$ cat src/rtl/sensor_conditioner_if.sv
// Bundle of the raw sensor pins and the conditioned sensor outputs.
// master = the conditioner that produces sensor_clean; slave = the consumer that also drives the raw pins.
interface sensor_conditioner_if;
  logic [3:0] sensor_raw;
  logic [3:0] sensor_clean;
  logic       sample_valid;
  logic       changed;
  logic       line_lost;
  logic [1:0] last_side;

  // sample_valid is a valid-only strobe: there is no ready, the consumer must take
  // sensor_clean/changed/line_lost/last_side in the single cycle sample_valid is high.
  modport master (
    input  sensor_raw,
    output sensor_clean, sample_valid, changed, line_lost, last_side
  );

  modport slave (
    output sensor_raw,
    input  sensor_clean, sample_valid, changed, line_lost, last_side
  );
endinterface

$ cat src/rtl/sensor_conditioner.sv
// Synchronizes, tick-samples and debounces four IR line sensors; reports line loss and last side.
// Optional lost-line/last-side tracker is built only when SENSOR_LOST_LINE_EN is defined.
module sensor_conditioner #(
  parameter int TICK_DIV   = 1000,
  parameter int STABLE_CNT = 8,
  parameter int LOST_TICKS = 5000
) (
  input  logic                 clk,
  input  logic                 rst,
  sensor_conditioner_if.master bus
);

  localparam int TW = (TICK_DIV > 2) ? $clog2(TICK_DIV) : 1;
  localparam int DW = $clog2(STABLE_CNT) + 1;
  localparam logic [TW-1:0] TCNT_MAX = TW'(TICK_DIV - 1);
  localparam logic [DW-1:0] DCNT_MAX = DW'(STABLE_CNT - 1);

  logic [3:0]    sync1, sync2;
  logic [TW-1:0] tcnt;
  logic          tick;
  logic [DW-1:0] dcnt      [4];
  logic [DW-1:0] dcnt_next [4];
  logic [3:0]    clean_q, clean_next;
  logic          valid_q, changed_q;

  assign tick = (tcnt == TCNT_MAX);

  // A single sample agreeing with the current output restarts that channel's count.
  always_comb begin
    clean_next = clean_q;
    for (int i = 0; i < 4; i++) begin
      dcnt_next[i] = dcnt[i];
      if (tick) begin
        if (sync2[i] == clean_q[i]) begin
          dcnt_next[i] = '0;
        end else if (dcnt[i] == DCNT_MAX) begin
          clean_next[i] = sync2[i];
          dcnt_next[i]  = '0;
        end else begin
          dcnt_next[i] = dcnt[i] + DW'(1);
        end
      end
    end
  end

  always_ff @(posedge clk) begin
    if (rst) begin
      sync1     <= '0;
      sync2     <= '0;
      tcnt      <= '0;
      clean_q   <= '0;
      valid_q   <= 1'b0;
      changed_q <= 1'b0;
      for (int i = 0; i < 4; i++) dcnt[i] <= '0;
    end else begin
      sync1     <= bus.sensor_raw;
      sync2     <= sync1;
      tcnt      <= tick ? '0 : tcnt + TW'(1);
      clean_q   <= clean_next;
      valid_q   <= tick;
      changed_q <= (clean_next != clean_q);
      for (int i = 0; i < 4; i++) dcnt[i] <= dcnt_next[i];
    end
  end

  assign bus.sensor_clean = clean_q;
  assign bus.sample_valid = valid_q;
  assign bus.changed      = changed_q;

`ifdef SENSOR_LOST_LINE_EN
  localparam int LW = $clog2(LOST_TICKS + 1);
  localparam logic [LW-1:0] LCNT_MAX = LW'(LOST_TICKS);

  logic [LW-1:0] lcnt, lcnt_next;
  logic [1:0]    side_q, side_next;
  logic          lost_q;

  // Both trackers look at the vector as it stands after this tick's debounce update.
  always_comb begin
    lcnt_next = lcnt;
    side_next = side_q;
    if (tick) begin
      if (clean_next == 4'b0000) begin
        if (lcnt != LCNT_MAX) lcnt_next = lcnt + LW'(1);
      end else begin
        lcnt_next = '0;
      end
      if (clean_next[0] && !clean_next[3])      side_next = 2'b01;
      else if (clean_next[3] && !clean_next[0]) side_next = 2'b10;
    end
  end

  always_ff @(posedge clk) begin
    if (rst) begin
      lcnt   <= '0;
      side_q <= 2'b00;
      lost_q <= 1'b0;
    end else begin
      lcnt   <= lcnt_next;
      side_q <= side_next;
      lost_q <= (lcnt_next == LCNT_MAX);
    end
  end

  assign bus.line_lost = lost_q;
  assign bus.last_side = side_q;
`else
  assign bus.line_lost = 1'b0;
  assign bus.last_side = 2'b00;
`endif

endmodule

$ cat src/flat_wrapper.sv
// flat-port wrapper written by rule: the top's interface ports become plain ports
module sensor_conditioner_flat 
#(
  parameter int TICK_DIV   = 1000,
  parameter int STABLE_CNT = 8,
  parameter int LOST_TICKS = 5000
)
  (clk, rst, bus_sensor_raw, bus_sensor_clean, bus_sample_valid, bus_changed, bus_line_lost, bus_last_side);
  sensor_conditioner_if bus_i ();
  input  logic clk;
  input  logic rst;
  input wire logic [$bits(bus_i.sensor_raw)-1:0] bus_sensor_raw;
  output wire logic [$bits(bus_i.sensor_clean)-1:0] bus_sensor_clean;
  output wire logic [$bits(bus_i.sample_valid)-1:0] bus_sample_valid;
  output wire logic [$bits(bus_i.changed)-1:0] bus_changed;
  output wire logic [$bits(bus_i.line_lost)-1:0] bus_line_lost;
  output wire logic [$bits(bus_i.last_side)-1:0] bus_last_side;
  assign bus_i.sensor_raw = bus_sensor_raw;
  assign bus_sensor_clean = bus_i.sensor_clean;
  assign bus_sample_valid = bus_i.sample_valid;
  assign bus_changed = bus_i.changed;
  assign bus_line_lost = bus_i.line_lost;
  assign bus_last_side = bus_i.last_side;
  sensor_conditioner #(.TICK_DIV(TICK_DIV), .STABLE_CNT(STABLE_CNT), .LOST_TICKS(LOST_TICKS)) u_core (.clk(clk), .rst(rst), .bus(bus_i));
endmodule
$ cat config.mk
export PLATFORM = sky130hd
export DESIGN_NAME = sensor_conditioner_flat
export DESIGN_NICKNAME = d
export VERILOG_FILES = /design/src/rtl/sensor_conditioner_if.sv /design/src/rtl/sensor_conditioner.sv /design/src/flat_wrapper.sv
export SDC_FILE = /design/constraint.sdc
export NUM_CORES = 1
export LEC_CHECK = 0
export ABC_CLOCK_PERIOD_IN_PS = 4700
export CORE_ASPECT_RATIO = 0.8
export CORE_UTILIZATION = 45
export DETAILED_ROUTE_END_ITERATION = 6
export RECOVER_POWER = 50
export SYNTH_ARGS = -nofsm -noshare
export SYNTH_HDL_FRONTEND = slang
export SYNTH_SLANG_ARGS = --single-unit
$ cat constraint.sdc
create_clock -name clk -period 4.7 [get_ports clk]
set_clock_uncertainty 0.1 [all_clocks]
set_input_delay 1.175 -clock clk [delete_from_list [all_inputs] [get_ports clk]]
set_output_delay 1.175 -clock clk [all_outputs]
set_load 0.02 [all_outputs]
==> impl_metrics.toml <==
[detailed_routing]
drt_iter0_drc = 54
drc_errors = 0
ant_nets = 0
drt-pass1-iter-count = 4
drt_wl_total_um = 3292
vias = 1391
vias_per_cell = 5.564
wire_per_inst_um = 13.17

[sta]
setup_viol = 0
fin_crit_sh_pct = 65.37
finalHoldViolCount = 0
worstMarginPinSlew_ns = 1.456
whs_ns = 0.3377
setup_tns_ns = 0
relSlewSlack_pct = 2.950
fmax_mhz = 325.5
period_minus_slack_ns = 3.072
slew_violations = 0
rsz0062_at_grt = "no"

[power_and_ir_drop]
irDropWorstVdd_mv = 0.2267
finalPower_w = 0.0006089
power.static_leakage_nw = 0.6726
p_per_area_nw_per_um2 = 308.8

[logic_synthesis]
synthCells = 198
synth_top_cell_by_area = "dfxtp_1"
async_reset_ff_share_pct = 0
synth_area_leaders = "dfxtp_1 46%, a21oi_1 5.4%, xnor2_1 4.5%"
post-synth-top-count-cell = "dfxtp_1"
syn_avg_cell_area_um2 = 8.853
ys_seq_area_share_pct = 45.68
synthFlopType = "dfxtp_1"
synth.top_cells.by_count = "40 x dfxtp_1, 19 x a21oi_1, 14 x nand2_1"
syn_area_um2 = 1753
yosys.area.top_type_share_pct = 45.68
synth_edf_count = 0
yosys_register_bits = 40
synth_cell_types = 33
ys_warn_count = 0

[worst_setup_path]
slowest_stage = "clkbuf_1"
end_kind = "flip-flop"
worstPathMaxFanout = 34
r2r-start = "u_core.tcnt[0]"
worstPathRequired_ns = 4.70
path_delay_family = "buffers and inverters"
cp_num_buf_inv = 2
cp.arrival_ns = 3.08
max_stage_delay_ns = 1.09
start_kind = "input pin"
critPathLaunch = "rst"
critical_path_class = "input pin to flip-flop"
path_cells = "dlygate4sd3_1, clkbuf_1, nor3_1"

[cells_and_area]
stdcell_count = 250
fin_nets = 219
drive_gt1_share_pct = 4.327
syn_to_final_growth_pct = 12.49
antennaDiodeCount = 0

[die]
die-area_um2 = 4151
start_util_pct = 49.16
coreArea_um2 = 3566
die_h_um = 57.83
die_w_um = 71.78
pin_count = 15
row_count = 19

[grt]
grt.total_usage_pct = 17.66
antenna_found_initial = 0
grt_pass1_vias = 1251
grt_overflow_total = 0
grt_pass1_wl_um = 5623
grt_max_degree = 35

[cts]
cts_sinks = 40
hold_buffers = 0
cts_tree = "yes"
cts_root_buf = "clkbuf_8"
clock_path_buffers = 2
cts_setup_buffers = 0
cts_resized = 0
clk_pin_slew_ns = 0.07
cts_inserted_buffers = 5
clock_latency_ns = 0.28
htreeDepth = 2

[hold_path]
hold_start = "u_core.sync1[3]"
hp-class = "flip-flop to flip-flop"

[place]
port_buffers = 11
dpl.hpwl_um = 2286
dp_cells = 243
gp_congestion = 0.8154

[run]
cap_violations = 0

[status]
status = "finished, final reports clean"
## worst register-to-register path, cell delays in order (launching register included)
cell and delay (ns):
dfxtp_1 0.37, ha_1 0.23, nand2_1 0.16, or3_1 0.71, or4_1 0.63, a21oi_1 0.17
## cell type report
class	count	area, um^2
Clock buffer	7	96.34
Fill cell	335	1594
Inverter	1	3.754
Multi-Input combinational cell	147	897.1
Sequential cell	40	800.8
Tap cell	42	52.55
Timing Repair Buffer	13	121.4
## registers in the layout (all words and copies together), names as in the netlist
name	count
u_core.bus.changed	1
u_core.bus.sample_valid	1
u_core.bus.sensor_clean	4
u_core.dcnt	16
u_core.sync1	4
u_core.sync2	4
u_core.tcnt	10
## final timing paths
kind	cells past startpoint	to	slack [ns]
worst min register to register	1	u_core.sync2[3]	0.34
worst max-delay path	3	u_core.tcnt[9]	1.63
worst min-delay path	1	u_core.sync2[3]	0.34
worst max register to register	5	u_core.dcnt[3][3]	2.25
## per-layer routing
metal	wire length [um]	GRT usage, %
met1	1772	25.19
met2	1368	25.07
met3	121	5.391
met4	30	6.723
met5	0	0
## stage by stage
step | worst slack, ns | utilization [%] | instance area, um^2
final | 1.628 | 55.30 | 1972
after global routing | 1.506 | 55.30 | 1972
after detailed placement | 2.189 | 52.84 | 1884
after CTS | 2.073 | 55.54 | 1981
after global placement | 2.220 | 52.84 | 1884
after floorplan | 2.733 | - | 1760
## cells in the final DEF (no fill, tap or decap), types with 6 or more instances in the layout
cell,count
nor3_1,12
or4_1,7
nor2b_1,8
a21oi_1,19
xnor2_1,9
nor2_1,13
nand2_1,14
dfxtp_1,40
o21ai_0,11
xor2_1,6
nand3_1,12
clkdlybuf4s50_1,10
clkbuf_8,7
## power breakdown
part	total [W]	switching [W]	internal (W)
Clock	0.000238	0.000108	0.000131
Sequential	0.000348	0.00000387	0.000344
Combinational	0.0000227	0.0000130	0.00000965
## cells by family after synthesis
group,after synthesis,synth area share [%]
XOR/XNOR,15,7.495
other,1,0.2139
flip-flops,40,45.68
adder cells (fa/ha/maj),5,3.569
buffers and inverters,13,3.569
AO/OA/AOI/OAI,34,10.42
multiplexers,1,0.5710
AND/OR/NAND/NOR,89,28.48
No activity file was read; power rests on OpenSTA's default activity.
